<file path="src/rtl/usb_aes_pkg.sv">
// Shared types and sizes for the USB receive to AES block path.
package usb_aes_pkg;

  localparam int AES_BLOCK_BYTES = 16;
  localparam int USB_BYTE_W      = 8;

  typedef logic [7:0]   byte_t;
  typedef logic [127:0] aes_block_t;

endpackage : usb_aes_pkg

</file>
<file path="src/rtl/usb_rx_byte_fifo_regfile.sv">
// fifo_regfile: DEPTH x WIDTH register array with one synchronous write
// port and one combinational read port. All entries reset to zero so the
// read port shows 0 straight out of reset.
module fifo_regfile #(
  parameter int DEPTH = 32,
  parameter int WIDTH = 8
) (
  input  logic                     clk,
  input  logic                     n_rst,
  input  logic                     we,
  input  logic [$clog2(DEPTH)-1:0] waddr,
  input  logic [WIDTH-1:0]         wdata,
  input  logic [$clog2(DEPTH)-1:0] raddr,
  output logic [WIDTH-1:0]         rdata
);

  logic [WIDTH-1:0] mem_q [DEPTH];

  // Storage: cleared on reset, written one entry per accepted push.
  always_ff @(posedge clk or negedge n_rst) begin
    if (!n_rst) begin
      mem_q <= '{default: '0};
    end else if (we) begin
      mem_q[waddr] <= wdata;
    end
  end

  assign rdata = mem_q[raddr];

endmodule : fifo_regfile

</file>
<file path="src/rtl/usb_rx_byte_fifo.sv">
// usb_rx_byte_fifo: show-ahead byte FIFO between the USB receiver and the
// AES block assembler. block_ready flags that a whole AES block is buffered.
// Optional sticky overflow/underflow outputs are built when the macro
// USB_RX_FIFO_ERR_FLAGS_EN is defined.
module usb_rx_byte_fifo
  import usb_aes_pkg::*;
#(
  parameter int DEPTH       = 32,
  parameter int WIDTH       = USB_BYTE_W,
  parameter int BLOCK_BYTES = AES_BLOCK_BYTES
) (
  input  logic                   clk,
  input  logic                   n_rst,
  input  logic                   clear,
  input  logic                   write,
  input  logic [WIDTH-1:0]       wdata,
  input  logic                   pop,
  output logic [WIDTH-1:0]       rdata,
  output logic                   empty,
  output logic                   full,
  output logic                   block_ready,
  output logic [$clog2(DEPTH):0] count
`ifdef USB_RX_FIFO_ERR_FLAGS_EN
  ,
  output logic                   overflow,
  output logic                   underflow
`endif
);

  localparam int AW = $clog2(DEPTH);
  localparam int CW = AW + 1;

  logic [AW-1:0] wr_ptr_q, wr_ptr_d;
  logic [AW-1:0] rd_ptr_q, rd_ptr_d;
  logic [CW-1:0] count_q, count_d;
  logic          pop_acc;
  logic          wr_acc;
  logic          mem_we;

  // Flags decode the registered occupancy only.
  assign empty       = (count_q == '0);
  assign full        = (count_q == CW'(DEPTH));
  assign block_ready = (count_q >= CW'(BLOCK_BYTES));
  assign count       = count_q;

  // A full FIFO still takes a write when the head is leaving the same cycle.
  assign pop_acc = pop && !empty;
  assign wr_acc  = write && (!full || pop_acc);
  // A write that coincides with clear is discarded, not stored.
  assign mem_we  = wr_acc && !clear;

  // Next-state for pointers and occupancy; clear overrides both operations.
  always_comb begin
    wr_ptr_d = wr_ptr_q;
    rd_ptr_d = rd_ptr_q;
    count_d  = count_q;
    if (clear) begin
      wr_ptr_d = '0;
      rd_ptr_d = '0;
      count_d  = '0;
    end else begin
      if (wr_acc)  wr_ptr_d = wr_ptr_q + 1'b1;
      if (pop_acc) rd_ptr_d = rd_ptr_q + 1'b1;
      if (wr_acc && !pop_acc)      count_d = count_q + 1'b1;
      else if (pop_acc && !wr_acc) count_d = count_q - 1'b1;
    end
  end

  // Pointer and occupancy registers.
  always_ff @(posedge clk or negedge n_rst) begin
    if (!n_rst) begin
      wr_ptr_q <= '0;
      rd_ptr_q <= '0;
      count_q  <= '0;
    end else begin
      wr_ptr_q <= wr_ptr_d;
      rd_ptr_q <= rd_ptr_d;
      count_q  <= count_d;
    end
  end

`ifdef USB_RX_FIFO_ERR_FLAGS_EN
  logic ovf_q, ovf_d;
  logic unf_q, unf_d;

  // Sticky error flags; clear takes priority over a same-cycle set.
  always_comb begin
    ovf_d = ovf_q;
    unf_d = unf_q;
    if (clear) begin
      ovf_d = 1'b0;
      unf_d = 1'b0;
    end else begin
      if (write && !wr_acc) ovf_d = 1'b1;
      if (pop && !pop_acc)  unf_d = 1'b1;
    end
  end

  // Error flag registers.
  always_ff @(posedge clk or negedge n_rst) begin
    if (!n_rst) begin
      ovf_q <= 1'b0;
      unf_q <= 1'b0;
    end else begin
      ovf_q <= ovf_d;
      unf_q <= unf_d;
    end
  end

  assign overflow  = ovf_q;
  assign underflow = unf_q;
`endif

  fifo_regfile #(
    .DEPTH (DEPTH),
    .WIDTH (WIDTH)
  ) u_regfile (
    .clk   (clk),
    .n_rst (n_rst),
    .we    (mem_we),
    .waddr (wr_ptr_q),
    .wdata (wdata),
    .raddr (rd_ptr_q),
    .rdata (rdata)
  );

endmodule : usb_rx_byte_fifo

</file>
<file path="config.mk">
export PLATFORM = sky130hd
export DESIGN_NAME = usb_rx_byte_fifo
export DESIGN_NICKNAME = d
export VERILOG_FILES = /design/src/rtl/usb_aes_pkg.sv /design/src/rtl/usb_rx_byte_fifo_regfile.sv /design/src/rtl/usb_rx_byte_fifo.sv
export SDC_FILE = /design/constraint.sdc
export NUM_CORES = 1
export LEC_CHECK = 0
export CORE_UTILIZATION = 50
export DETAILED_ROUTE_END_ITERATION = 8
export PLACE_DENSITY = 0.71
export SLEW_MARGIN = 20
export SYNTH_ARGS = -nofsm -noshare
export SYNTH_HDL_FRONTEND = slang
export SYNTH_SLANG_ARGS = --single-unit
</file>
<file path="constraint.sdc">
create_clock -name clk -period 3.7 [get_ports clk]
set_input_delay 0.555 -clock clk [delete_from_list [all_inputs] [get_ports clk]]
set_output_delay 0.555 -clock clk [all_outputs]
set_load 0.02 [all_outputs]
</file>
* Word level (Yosys, flattened, before mapping)
Cells that the tools add are included.
** Word-level totals
- Flip-flop bits (word level) :: 272
- Latch bits :: 0
- RAM bits :: 0
- ROM bits :: 0
- Output and inout bits :: 17
- Logic and storage cells :: 75
- Memories kept :: 0
** Operators by class
- $add $sub $neg :: 4
- $mul :: 0
- Div/mod/pow operators :: 0
- Magnitude comparators :: 4
- Eq/ne operators :: 1
- Shift-type cells :: 0
- Mux-type cells :: 13
- Bitwise logic cells :: 2
- Reduce and logical (&&, ||, !) cells :: 16
** Operators by type and width (number)
- $bwmux 256 :: 1
- $bmux 8 s5 :: 1
- $demux 8 s5 :: 1
- $mux 8 :: 3
- $mux 5 :: 4
- $mux 6 :: 3
- $ge 6x6->1 const B :: 2
- $not 5->6 :: 2
- $add 5x1->5 const B :: 2
- $add 6x1->6 const B :: 1
- $eq 6x6->1 const B :: 1
- $ge 6x5->1 const B :: 1
- $logic_and 1x1->1 :: 6
- $logic_not 6->1 :: 1
- $lt 6x1->1 const B :: 1
- $sub 6x1->6 const B :: 1
- $logic_not 1->1 :: 5
- $reduce_bool 2->1 :: 2
- $reduce_bool 3->1 :: 1
- $logic_or 1x1->1 :: 1

* Longest topological paths before layout
Gate-level depths: netlist (run 1).
- Depth in word-level cells :: 10
- Gate-level depth with buffers :: 11

* By module
A second synthesis (run 1) with hierarchy kept.
** Unflattened totals
- Cells, all modules :: 801
- Area, all modules :: 12688.4 µm²
** By module, submodules not included
- fifo_regfile :: instances 1, cells each 699, area an instance 11648.7 µm², seq. area each 6406.1 µm²
- usb_rx_byte_fifo :: instances 1, cells each 102, area an instance 1039.7 µm², seq. area each 400.4 µm²

* Worst setup path before layout (run 1)
Ideal clock, no wire load.
- Path kind :: reg-to-reg
- From :: register count_q[0], in the netlist count[0]
- To :: register count_q[5], in the netlist count[5]
- Data arrival time :: 2.867 ns
- Data required time :: 3.573 ns
- Setup slack :: 0.705 ns
- Cell stages (with the launch flop) :: 11
- Buffers on the path :: 1
- Period minus slack after synthesis :: 2.995 ns
- Path through :: dfrtp_1 -> or4_4 -> or4_4 -> buf_6 -> nand3b_2 -> ha_1 -> a21o_1 -> o21ba_2 -> o22ai_1 -> mux2i_1 -> nand3b_1
** On the way
- Cells in the longest elaborated chain, start to end :: 8
- Elaborated cells between the ends (all ways) :: 17
** RTL lines
- from (decl) :: line usb_rx_byte_fifo.sv:35 : logic [CW-1:0] count_q, count_d;
- from (signal assigned) :: line usb_rx_byte_fifo.sv:78 : count_q <= count_d;
- parallel branches: the longest is 8 deep, another holds $sub 6x1->6
Several ways; the timed one is not identified. The select of a mux whose other input is x is not followed.
A chain may end at the register's enable or synchronous reset.

* Worst setup path after layout (run 1)
- From :: register rd_ptr_q[1]
- To :: output port rdata[7]
** On the way
- Cells in the longest elaborated chain, start to end :: 4
** RTL lines
- from (decl) :: line usb_rx_byte_fifo.sv:34 : logic [AW-1:0] rd_ptr_q, rd_ptr_d;
- from (signal assigned) :: line usb_rx_byte_fifo.sv:77 : rd_ptr_q <= rd_ptr_d;
- $not 5->6 (not written as such) :: line usb_rx_byte_fifo_regfile.sv:28 : assign rdata = mem_q[raddr];
- $bmux 8 s5 :: line usb_rx_byte_fifo_regfile.sv:28
- $mux 8 (not written as such) (2 in series) :: line usb_rx_byte_fifo_regfile.sv:28
- to (decl) :: line usb_rx_byte_fifo.sv:18 : output logic [WIDTH-1:0] rdata,
No other way between the ends. The select of a mux whose other input is x is not followed.

==> flow_metrics.env, run 1 <==
export IMPL_portBuffers=29
export IMPL_fill_cells=2031
export IMPL_areaGrowthSynthToFinish_pct=13.76
export IMPL_p_leak_uw=0.006929
export IMPL_drcViolationCount=0
export IMPL_grt_overflow=0
export IMPL_detail_route_antenna_nets=0
export IMPL_ys_flop_type="dfrtp_1"
export IMPL_antenna_found_initial=0
export IMPL_drv_slew=0
export IMPL_die_w_um=163.0
export IMPL_first_pass_iters=5
export IMPL_clock_path_buffers=3
export IMPL_synth_seq_cells=272
export IMPL_final_cell_mix="dfrtp_1 (270), mux2_2 (255), mux2i_1 (83)"
export IMPL_grt_pass1_vias=8034
export IMPL_hold_violations=0
export IMPL_ioPinCount=30
export IMPL_maxCapViolations=0
export IMPL_initial_utilization_pct=51.18
export IMPL_fin_ws_ns=0.07570
export IMPL_endpoint_kind="primary output"
export IMPL_die_y_um=163.0
export IMPL_hold_path_class="in2async"
export IMPL_synthArstFlopShare_pct=100.0
export IMPL_cts_tree="built"
export IMPL_critPathKind="reg2out"
export IMPL_worstPathRequired_ns=3.14
export IMPL_avgSynthCellArea_sq_um=14.21
export IMPL_ir_worst_vdd_mv=0.2939
export IMPL_finalCriticalPeriod_ns=3.624
export IMPL_fin_crit_sh_pct=97.95
export IMPL_slew_headroom_pct=48.30
export IMPL_mostFrequentLayoutCell="dfrtp_1"
export IMPL_place_congestion=0.8499
export IMPL_drive_gt1_share_pct=43.21
export IMPL_grt_max_degree=96
export IMPL_finClkSkew_ns=0.01577
export IMPL_cts_reportedPaths_clkPinSlew_ns=0.06
export IMPL_routed_via_density=5.940
export IMPL_ys_seq_area_share_pct=52.51
export IMPL_diodes=0
export IMPL_cp_arrival_ns=3.07
export IMPL_cts_buffers=29
export IMPL_worst_setup_path_start_kind="register"
export IMPL_nets=973
export IMPL_routed_wl_um=29680
export IMPL_initialDrtViolationCount=496
export IMPL_synth_cell_types=49
export IMPL_wl_per_cell_um=22.79
export IMPL_power_uw=8044
export IMPL_netlist_instances=912
export IMPL_track_usage_pct=23.72
export IMPL_status="completed"
export IMPL_row_count=58
export IMPL_dieArea_sq_mm=0.02657
export IMPL_grt_pass1_wl_um=47750
export IMPL_critPathMaxFanout=23
export IMPL_clock_root_buffer="clkbuf_16"
export IMPL_place_hpwl_um=18980
export IMPL_place_ws_ns=0.5072
export IMPL_synth_area_sq_mm=0.01296
export IMPL_core_area_sq_mm=0.02533
export IMPL_pwr_density_cell_mw_per_mm2=545.5
export IMPL_final_setup_tns_ns=0
export IMPL_cts_setup_buffers=0
export IMPL_design_area_sq_mm=0.01475
export IMPL_worst_slew_pin_slew_ns=0.7756
export IMPL_hold_buffers=0
export IMPL_htreeDepth=1
export IMPL_clkSinkCount=272
export IMPL_ctsResizeCount=0
export IMPL_clock_latency_ns=0.55
export IMPL_synth_net_count=935
export IMPL_placed_cell_area_sq_mm=0.01372
export IMPL_via_count=7734
export IMPL_synth_edf_count=0
export IMPL_fmax_mhz=275.9
export IMPL_setup_viol=0
export IMPL_yosysWarnings=0
Yosys cell counts, types with 9 or more instances:
master	count	area (sq um)
dfrtp_1	272	6807
nand2_4	12	135.1
nor2_2	16	100.1
nand3_1	9	45.04
mux2_2	255	2872
nor2_1	12	45.04
a21oi_1	11	55.05
mux4_2	32	720.7
clkbuf_1	45	168.9
nor3_1	16	80.08
ha_1	9	112.6
a22o_1	16	140.1
mux2i_1	83	830.8
nand2_1	14	52.55
worst max-delay path, cell delays in order (launching register included):
cell and delay, ns:
dfrtp_4 0.53, buf_12 0.23, buf_12 0.23, mux2i_1 0.22, a22o_1 0.14, nor3_1 0.05, a31oi_1 0.32, o221ai_1 0.23
clkdlybuf4s50_1 0.58
sequential cells by signal (all words and copies together), names as in the netlist:
signal           flops
u_regfile.mem_q    256
count                6
rd_ptr_q             5
wr_ptr_q             5
kinds of logic after synthesis:
logic type	after synthesis	share of synthesized area, %
xor gates and xnor gates	6	0.4054
DFF	272	52.51
AOI/OAI and AO/OA	64	3.697
and+or+nand+nor	113	5.347
adders and majority gates	10	1.023
buffers and inverters	71	2.375
muxes	376	34.64
final cells by class:
cell class	count	area (sq um)	share of cell area (%)
flip-flops and latches	272	6812	46.19
inverters	8	30.03	0.2036
repair buffers	70	673.1	4.565
clock buffers	42	834.6	5.659
multi-input cells	569	5848	39.66
clock inverters	11	136.4	0.9248
well taps	330	412.9	2.800
path summary, 6_finish.rpt:
path | from | end | slack, ns | depth (start not counted)
setup / recovery | rd_ptr_q[1]$_DFFE_PN0P_ | rdata[7] | 0.08 | 8
hold / removal | n_rst | u_regfile.mem_q[39]$_DFFE_PN0P_ | 0.04 | 1
setup reg to reg | count[0]$_DFFE_PN0P_ | count[5]$_DFFE_PN0P_ | 0.54 | 9
hold reg to reg | u_regfile.mem_q[204]$_DFFE_PN0P_ | u_regfile.mem_q[204]$_DFFE_PN0P_ | 0.49 | 1
max in group asynchronous | n_rst | u_regfile.mem_q[153]$_DFFE_PN0P_ | 2.81 | 2
min in group clk | u_regfile.mem_q[204]$_DFFE_PN0P_ | u_regfile.mem_q[204]$_DFFE_PN0P_ | 0.49 | 1
through the flow:
stage / util (%) / hold WS, ns / std cells
finish: 58.23 / 0.03944 / 1302
global route: 58.23 / 0.09856 / 1302
CTS: 58.02 / 0.07538 / 1295
detailed placement: 54.18 / 0.4852 / 1242
global placement: 54.20 / 0.4766 / 1242
floorplan: - / 0.2594 / 912
power by group:
part / switching, uW / internal, uW / leakage (uW)
logic: 960 / 847 / 0.00271
clock network: 1150 / 1770 / 0.000479
registers: 152 / 3170 / 0.00374
routing by layer:
| metal | vias to the layer above | track usage (%) | share of wire (%) |
|---|---|---|---|
| li1 | 3432 | - | - |
| met1 | 4095 | 34.31 | 45 |
| met2 | 150 | 37.10 | 47 |
| met3 | 57 | 3.301 | 4.2 |
| met4 | 0 | 7.434 | 2.9 |
| met5 | - | 0 | 0 |
(Power assumes the default switching activity.)
==> run 2, diff against run 1 <==
ABC_AREA = 1   (was default)
SKIP_CTS_REPAIR_TIMING = 1   (was default)
==> run 2 against run 1 <==
Compared with the run above:
- the flow now finishes with violations (negative hold slack)
- highest routed layer is now met5
- hold slack worse by 0.045 ns
- non-clock buffer count down 9
- clock power up 6%
- critical endpoint is now rdata[5]
- critical path depth up 3
==> flow_metrics.env, run 2 <==
export IMPL_mostFrequentLayoutCell="nand2_1"
export IMPL_hold_path_class="in2async"
export IMPL_path_delay_family="simple AND/OR/NAND/NOR gates"
export IMPL_place_congestion=0.8966
export IMPL_via_count=11181
export IMPL_synth_net_count=1631
export IMPL_drcViolationCount=0
export IMPL_maxCapViolations=0
export IMPL_register_area_sq_mm=0.006814
export IMPL_antenna_found_initial=1
export IMPL_dieArea_sq_mm=0.02790
export IMPL_grt_overflow=0
export IMPL_violations="negative hold slack"
export IMPL_final_setup_tns_ns=0
export IMPL_grt_setup_unrepaired="no"
export IMPL_cts_buffers=30
export IMPL_nets=1608
export IMPL_synth_area_sq_mm=0.01362
export IMPL_synth_top_area_share_pct=49.99
export IMPL_ioPinCount=30
export IMPL_detail_route_antenna_nets=0
export IMPL_finalCriticalPeriod_ns=3.601
export IMPL_row_count=60
export IMPL_cts_reportedPaths_clkPinSlew_ns=0.06
export IMPL_fin_hold_ws_ns=-0.005464
export IMPL_synthArstFlopShare_pct=100.0
export IMPL_initial_utilization_pct=50.81
export IMPL_die_w_um=167.0
export IMPL_first_pass_iters=8
export IMPL_synth_edf_count=0
export IMPL_track_usage_pct=26.12
export IMPL_cpPeakStageDelay_ns=0.53
export IMPL_status="complete, but fails checks"
export IMPL_synth_seq_cells=272
export IMPL_pwr_density_cell_mw_per_mm2=586.1
export IMPL_routed_via_density=5.734
export IMPL_cp_slowest_cell="clkdlybuf4s50_1"
export IMPL_largest_reg_flops=256
export IMPL_ys_flop_type="dfrtp_1"
export IMPL_core_area_sq_mm=0.02680
export IMPL_worstPathRequired_ns=3.14
export IMPL_critPathKind="reg2out"
export IMPL_cts_tree="built"
export IMPL_die_y_um=167.0
export IMPL_hold_violations=2
export IMPL_place_hpwl_um=22720
export IMPL_cpMostUsedCell="nand2_1"
export IMPL_netlist_instances=1608
export IMPL_wl_per_cell_um=18.52
export IMPL_cp_arrival_ns=3.05
export IMPL_fill_cells=2362
export IMPL_clock_root_buffer="clkbuf_16"
export IMPL_setup_viol=0
export IMPL_fin_crit_sh_pct=97.33
export IMPL_grt_max_degree=99
export IMPL_worst_path_buf_inv=3
export IMPL_synthTopCellsByCount="nand2_1 (343), o21ai_0 (336), dfrtp_1 (272), nor2_1 (231), inv_1 (53)"
export IMPL_yosysWarnings=0
export IMPL_portBuffers=29
export IMPL_final_cell_mix="nand2_1 (343), o21ai_0 (335), dfrtp_1 (270)"
export IMPL_drive_gt1_share_pct=11.44
export IMPL_critPathMaxFanout=98
export IMPL_drv_slew=0
export IMPL_avgSynthCellArea_sq_um=8.468
export IMPL_design_area_sq_mm=0.01503
export IMPL_routed_wl_um=36120
export IMPL_multi_input_area_sq_mm=0.005824
export IMPL_regMostFlops="u_regfile.mem_q"
export IMPL_clock_path_buffers=3
export IMPL_initialDrtViolationCount=1323
export IMPL_htreeDepth=1
export IMPL_clkSinkCount=272
export IMPL_worst_slew_pin_slew_ns=0.9823
export IMPL_clock_latency_ns=0.56
export IMPL_grt_pass1_vias=10560
export IMPL_ir_worst_vdd_mv=0.3614
export IMPL_synth_area_top_cells="dfrtp_1 (50%), o21ai_0 (12%), nand2_1 (9.5%)"
export IMPL_p_leak_uw=0.006673
export IMPL_worstPathCellList="buf_12 > or2_2 > nand3_1 > o21ai_1 > nand2_1 > nand2_1 > nor2_1 > nand2_1 > nand2_1 > inv_1 > clkdlybuf4s50_1"
export IMPL_placed_cell_area_sq_mm=0.01393
export IMPL_worst_setup_path_start_kind="register"
export IMPL_grt_pass1_wl_um=57870
export IMPL_synth_most_common_cell="nand2_1"
export IMPL_slew_headroom_pct=34.44
export IMPL_areaGrowthSynthToFinish_pct=10.35
export IMPL_ys_seq_area_share_pct=49.99
export IMPL_finClkSkew_ns=0.009480
export IMPL_diodes=0
export IMPL_synth_cell_types=38
export IMPL_endpoint_kind="primary output"
export IMPL_fmax_mhz=277.7
export IMPL_yosysTopAreaCell="dfrtp_1"
==> run 2: cell count changes in the layout (fill, tap and decap cells not counted), sizes merged, moves of 16 or more <==
| cell | change |
|---|---|
| nand3 | +68 |
| mux4 | -32 |
| a22o | -16 |
| inv | +46 |
| mux2i | -83 |
| o211ai | +33 |
| mux2 | -261 |
| o21ai | +396 |
| nor2 | +204 |
| nand2 | +324 |
==> run 2: cell type report <==
| class | instances | area share (%) |
|---|---|---|
| Inverter | 59 | 1.549 |
| Clock buffer | 44 | 5.954 |
| Sequential cell | 272 | 45.35 |
| Clock inverter | 12 | 0.9493 |
| Multi-Input combinational cell | 1161 | 38.76 |
| Timing Repair Buffer | 61 | 4.597 |
| Tap cell | 341 | 2.840 |
==> run 2: cell families (layout without fill, tap and decap cells) <==
logic type | after synthesis | in the layout | share of synthesized area, %
simple gates | 692 | 692 | 23.23
fa+ha+maj | 10 | 10 | 0.9740
xor+xnor | 3 | 3 | 0.1930
buf+inv | 175 | 176 | 7.259
compound gates | 456 | 456 | 18.36
flops | 272 | 272 | 49.99
==> run 2: path summary, 6_finish.rpt <==
path / depth (start not counted) / slack [ns] / end / startpoint
worst max-delay path: 11 / 0.1 / rdata[5] / rd_ptr_q[0]$_DFFE_PN0P_
worst max register to register: 12 / 1.05 / count[5]$_DFFE_PN0P_ / count[1]$_DFFE_PN0P_
worst min register to register: 2 / 0.48 / u_regfile.mem_q[112]$_DFFE_PN0P_ / u_regfile.mem_q[112]$_DFFE_PN0P_
min in group clk: 2 / 0.48 / u_regfile.mem_q[112]$_DFFE_PN0P_ / u_regfile.mem_q[112]$_DFFE_PN0P_
worst min-delay path: 1 / -0.005 / u_regfile.mem_q[159]$_DFFE_PN0P_ / n_rst
max in group asynchronous: 2 / 2.81 / u_regfile.mem_q[58]$_DFFE_PN0P_ / n_rst
==> run 2: metal layers <==
| layer | global-route usage, % | wire length (um) | vias up |
|---|---|---|---|
| li1 | - | - | 5263 |
| met1 | 36.55 | 15900 | 5417 |
| met2 | 40.68 | 16450 | 406 |
| met3 | 5.276 | 2630 | 93 |
| met4 | 8.535 | 1131 | 2 |
| met5 | 0 | 13 | - |
==> run 2: worst register-to-register path: cells and delay by family (launching register included) <==
kind                       cells  cell delay, ns
DFF                            1            0.41
AOI/OAI and AO/OA              1            0.11
buffers and inverters          1            0.19
adders and majority gates      1            0.47
and+or+nand+nor                9            1.35
==> run 2: power breakdown <==
part	internal (uW)	switching (uW)	leakage (uW)
registers	3170	162	0.00375
logic	836	1540	0.00242
clock network	1880	1220	0.000506
==> run 2: metrics by stage <==
stage / setup slack, ns / hold WS (ns) / total power, uW / instances / utilization [%]
after global routing: 0.005191 / 0.04236 / 9226 / 1950 / 56.06
after detailed placement: 0.6359 / 0.4631 / 5669 / 1892 / 51.97
final: 0.09863 / -0.005464 / 8806 / 1950 / 56.06
after CTS: 0.04471 / 0.01578 / 8771 / 1948 / 55.85
after floorplan: 1.416 / 0.2594 / 4817 / 1608 / -
after global placement: 0.5743 / 0.4577 / 5646 / 1892 / 51.97
